### src/rtl/mem_arbiter.sv
// Two-port (fetch I / load-store D) arbiter in front of a single-port synchronous memory.
// Define MEM_ARB_RR_EN for round-robin arbitration; otherwise D has fixed priority over I.
module mem_arbiter #(
    parameter int ADDR_W = 8,
    parameter int DATA_W = 32
) (
    input  logic                clk,
    input  logic                reset,
    input  logic                i_req,
    input  logic [ADDR_W-1:0]   i_addr,
    output logic                i_gnt,
    output logic                i_rvalid,
    output logic [DATA_W-1:0]   i_rdata,
    input  logic                d_req,
    input  logic                d_we,
    input  logic [ADDR_W-1:0]   d_addr,
    input  logic [DATA_W-1:0]   d_wdata,
    input  logic [DATA_W/8-1:0] d_be,
    output logic                d_gnt,
    output logic                d_rvalid,
    output logic [DATA_W-1:0]   d_rdata,
    output logic                mem_en,
    output logic                mem_we,
    output logic [DATA_W/8-1:0] mem_be,
    output logic [ADDR_W-1:0]   mem_addr,
    output logic [DATA_W-1:0]   mem_wdata,
    input  logic [DATA_W-1:0]   mem_rdata
);

    // Handshake: a requester holds req and its fields until it sees its gnt pulse;
    // gnt coincides with mem_en, and the owner's rvalid follows one cycle later.
    typedef enum logic [1:0] {
        IDLE   = 2'd0,
        ACCESS = 2'd1,
        RESP   = 2'd2
    } state_t;

    state_t state;
    logic   owner_d;
    logic   any_req;
    logic   pick_d;

`ifdef MEM_ARB_RR_EN
    logic last_d;
`endif

    assign any_req = i_req | d_req;

`ifdef MEM_ARB_RR_EN
    // On a tie the port that was not granted last wins; a lone requester always wins.
    assign pick_d = (i_req && d_req) ? !last_d : d_req;
`else
    assign pick_d = d_req;
`endif

    // Synchronous memory read data is valid in RESP, so it is passed straight through.
    assign i_rdata = mem_rdata;
    assign d_rdata = mem_rdata;

    always_ff @(posedge clk or posedge reset) begin
        if (reset) begin
            state     <= IDLE;
            owner_d   <= 1'b0;
            i_gnt     <= 1'b0;
            d_gnt     <= 1'b0;
            i_rvalid  <= 1'b0;
            d_rvalid  <= 1'b0;
            mem_en    <= 1'b0;
            mem_we    <= 1'b0;
            mem_be    <= '0;
            mem_addr  <= '0;
            mem_wdata <= '0;
`ifdef MEM_ARB_RR_EN
            last_d    <= 1'b1;
`endif
        end else begin
            case (state)
                IDLE, RESP: begin
                    i_rvalid <= 1'b0;
                    d_rvalid <= 1'b0;
                    if (any_req) begin
                        state   <= ACCESS;
                        mem_en  <= 1'b1;
                        i_gnt   <= !pick_d;
                        d_gnt   <= pick_d;
                        owner_d <= pick_d;
`ifdef MEM_ARB_RR_EN
                        last_d  <= pick_d;
`endif
                        if (pick_d) begin
                            mem_we    <= d_we;
                            mem_be    <= d_be;
                            mem_addr  <= d_addr;
                            mem_wdata <= d_wdata;
                        end else begin
                            mem_we    <= 1'b0;
                            mem_be    <= '1;
                            mem_addr  <= i_addr;
                            mem_wdata <= '0;
                        end
                    end else begin
                        state  <= IDLE;
                        i_gnt  <= 1'b0;
                        d_gnt  <= 1'b0;
                        mem_en <= 1'b0;
                        mem_we <= 1'b0;
                    end
                end
                ACCESS: begin
                    state    <= RESP;
                    i_gnt    <= 1'b0;
                    d_gnt    <= 1'b0;
                    mem_en   <= 1'b0;
                    mem_we   <= 1'b0;
                    i_rvalid <= !owner_d;
                    d_rvalid <= owner_d;
                end
                default: begin
                    state    <= IDLE;
                    i_gnt    <= 1'b0;
                    d_gnt    <= 1'b0;
                    i_rvalid <= 1'b0;
                    d_rvalid <= 1'b0;
                    mem_en   <= 1'b0;
                    mem_we   <= 1'b0;
                end
            endcase
        end
    end

endmodule
### config.mk
export PLATFORM = sky130hd
export DESIGN_NAME = mem_arbiter
export DESIGN_NICKNAME = d
export VERILOG_FILES = /design/src/rtl/mem_arbiter.sv
export SDC_FILE = /design/constraint.sdc
export NUM_CORES = 1
export LEC_CHECK = 0
export BUFFER_PORTS_ARGS = -buffer_cell sky130_fd_sc_hd__buf_2
export CORE_ASPECT_RATIO = 0.75
export CORE_MARGIN = 2
export CORE_UTILIZATION = 35
export CTS_CLUSTER_SIZE = 24
export DETAILED_ROUTE_END_ITERATION = 8
export GPL_TIMING_DRIVEN = 0
export PLACE_DENSITY_LB_ADDON = 0.05
export SLEW_MARGIN = 20
export SYNTH_ARGS = -nofsm -noshare
export SYNTH_HDL_FRONTEND = slang
export SYNTH_SLANG_ARGS = --single-unit
### constraint.sdc
create_clock -name clk -period 1.3 [get_ports clk]
set_input_delay 0.13 -clock clk [delete_from_list [all_inputs] [get_ports clk]]
set_output_delay 0.13 -clock clk [all_outputs]
set_load 0.005 [all_outputs]
==> key figures <==
Status
  – Run status: finished, final reports clean

Power and ir drop
  – IR drop worst, VDD: 517 uV
  – Leakage power: 0.00199 uW
  – Power per cell area: 1190 nW/um^2
  – Flop pwr share: 0.477
  – Int Power: 3150 uW
  – Net Sw Power: 1110 uW
  – Power share of the clock group: 0.269
  – Comb power frac: 0.254
  – Sw Ratio: 0.260

Worst setup path
  – Arr. time, crit path: 1.41 ns
  – R2R Path Start: state[0]
  – Worst reg2reg endpoint: mem_wdata[26]
  – Crit-path cells: inv_2 > nand2_8 > buf_6 > a22o_1
  – Max stage delay on crit path: 0.41 ns
  – Reg2Reg Depth: 4
  – Crit. Startpoint: state[0]
  – Type of the worst setup path: flip-flop to flip-flop
  – CP endpoint kind: flip-flop
  – CP Launch Type: flip-flop
  – R2R setup slack: 0.07 ns
  – Kind of cell adding the most delay to the critical path: flip-flops
  – Slowest cell on the critical path: dfrtp_1
  – Crit-path max FO: 10
  – CP required: 1.49 ns
  – Buffers & Inverters on Critical Path: 2

Yosys
  – Count leader, synth: buf_4
  – Seq/Total Area, Yosys: 0.542
  – Post-synthesis register bit count: 53
  – Top cells by area, synth: dfrtp_1, buf_4, a22o_1
  – Net count after synthesis: 291
  – Post-synthesis async set-or-reset flop share: 1.00
  – YS warnings: 0
  – Syn avg cell area: 12.1 um^2
  – Synth cell types: 20
  – EDFF count, synth: 0
  – Synthesized area: 2450 um^2
  – Yosys top cell by area: dfrtp_1
  – Synth top cells by count: buf_4, dfrtp_1, a22o_1
  – Synth top area share: 0.542
  – Main synth FF type: dfrtp_1
  – Mapped Cells: 202

STA
  – Minimum clock period: 1.23 ns
  – RSZ-0062 raised after global routing: no
  – Final TNS setup: 0 ns
  – Final setup vio count: 0
  – Hold Vio Cnt, Final: 0
  – Slew HR: 0.647
  – Clk_skew: 0.00810 ns
  – Fmax: 815 MHz
  – Slew of the pin with the lowest slew margin: 0.528 ns
  – Final Max Tran Viols: 0
  – Fin crit share: 0.943

Detailed routing
  – ANT nets after route: 0
  – Initial DRC Count: 49
  – # DRC: 0
  – Vias after detailed routing: 2,095
  – WL final: 6.03 mm
  – WL/cell: 12.9 um
  – Vias per Instance: 4.50
  – Drt pass-1 iters: 5

Floorplanning
  – Starting density of the core: 0.360
  – Top Ports: 203
  – Core Area: 6800 um^2
  – Row count: 26
  – Die H: 76.4 um
  – Die area: 7690 um^2
  – Die width: 101 um

Cells and area
  – Register area: 1330 um^2
  – Number of antenna diodes: 0
  – Area Growth Syn to Fin: 45.6%
  – Fillers: 633
  – Fin util: 0.524
  – Layout cells sized above 1: 0.678
  – Footprint of the multi-input gates: 542 um^2
  – # nets final: 470

Global routing
  – Largest net degree at the start of global routing: 32
  – Remaining global-route overflow: 0
  – Vias in the first global route: 1,981
  – First-pass GRT wire length: 9.36 mm
  – Gr usage total: 0.152
  – Initial antenna violation count: 0

CTS
  – Clock buffer depth: 2
  – CTS root buf: clkbuf_8
  – CTS tree: yes
  – Clock sinks: 53
  – CTS clk-pin slew, worst paths: 0.09 ns
  – CTS Buf Count: 5
  – Worst-Skew Late Latency: 0.30 ns
  – H-tree levels: 2

Hold path
  – Min-Delay Endpoint: mem_we
  – Worst Hold Depth: 2
  – Hold Startpoint: d_we
  – Hold Crit Class: primary input to flip-flop

Place
  – GPL Wtd Cong: 0.766
  – # port buffers: 170
  – HPWL after DPL: 4.81 mm

Job
  – Max-Cap Viols: 0
state kept, by name (all words and copies together) (netlist names):
| signal | cells |
|---|---|
| owner_d | 1 |
| mem_wdata | 32 |
| mem_addr | 8 |
| mem_be | 4 |
| d_rvalid | 1 |
| d_gnt | 1 |
| i_rvalid | 1 |
| state | 2 |
| mem_en | 1 |
| i_gnt | 1 |
| mem_we | 1 |
metrics by stage:
stage	setup WS, ns	power [uW]	cell area [um^2]	cells	hold WS [ns]
after floorplan	0.194	2620	2450	202	0.191
after global placement	0.0644	3140	3410	456	0.345
after detailed placement	0.0535	3150	3430	457	0.203
after CTS	0.0273	4320	3560	466	0.0229
after global routing	0.0135	4520	3570	466	0.0265
final	0.0737	4260	3570	466	0.0383
area by class of cell:
class                           instances  share of cell area
Buffer                                 74               0.160
Clock buffer                            6              0.0232
Clock inverter                          2              0.0105
Inverter                                5             0.00632
Multi-Input combinational cell         70               0.152
Sequential cell                        53               0.372
Tap cell                               84              0.0295
Timing Repair Buffer                  172               0.247
how the worst max path moves through the flow:
stage                                to  slack, ns  cells after the start
after floorplan             mem_addr[7]       0.19                      2
after global placement    mem_wdata[20]       0.06                      4
after detailed placement  mem_wdata[26]       0.05                      4
after CTS                 mem_wdata[26]       0.03                      4
after global routing      mem_wdata[25]       0.01                      4
final                     mem_wdata[26]       0.07                      4
logic make-up after synthesis:
logic type	synth area share
buf+inv	0.237
compound gates	0.176
simple gates	0.0450
flops	0.542
power groups by stage:
stage / registers, uW / logic, uW / clock network (uW)
detailed placement: 2060 / 1100 / 0
floorplan: 2080 / 541 / 0
global placement: 2060 / 1080 / 0
global route: 2060 / 1190 / 1270
finish: 2030 / 1080 / 1150
CTS: 2030 / 1100 / 1190
layer usage:
layer	vias up	wire length (um)	GRT usage
met5	-	0	0
met4	0	37	0.0329
met3	4	629	0.0550
met2	120	2900	0.243
met1	971	2460	0.198
li1	1000	-	-
repair_timing:
item | 4_1_cts | 5_1_grt
endpoints found under the setup margin | 0 | 29
hold buffers | 1 | 0
setup buffers | 0 | 0
endpoints found under the hold margin | 22 | 0
gates resized for setup | 0 | 6
cell usage in the layout (no fill, tap or decap), drive strengths merged:
master / Yosys / layout
nor2: 9 / 9
o32ai: 7 / 7
o221a: 1 / 1
nor3: 1 / 1
nand2b: 2 / 2
dlygate4sd3: 0 / 1
o22a: 4 / 4
a22o: 32 / 32
or2: 1 / 1
clkinvlp: 0 / 2
clkbuf: 0 / 6
inv: 5 / 4
bufinv: 0 / 1
dfrtp: 53 / 53
o22ai: 7 / 7
or4b: 1 / 1
nand2: 3 / 3
buf: 74 / 245
and2: 2 / 2
Power figures use the tool's default switching activity.
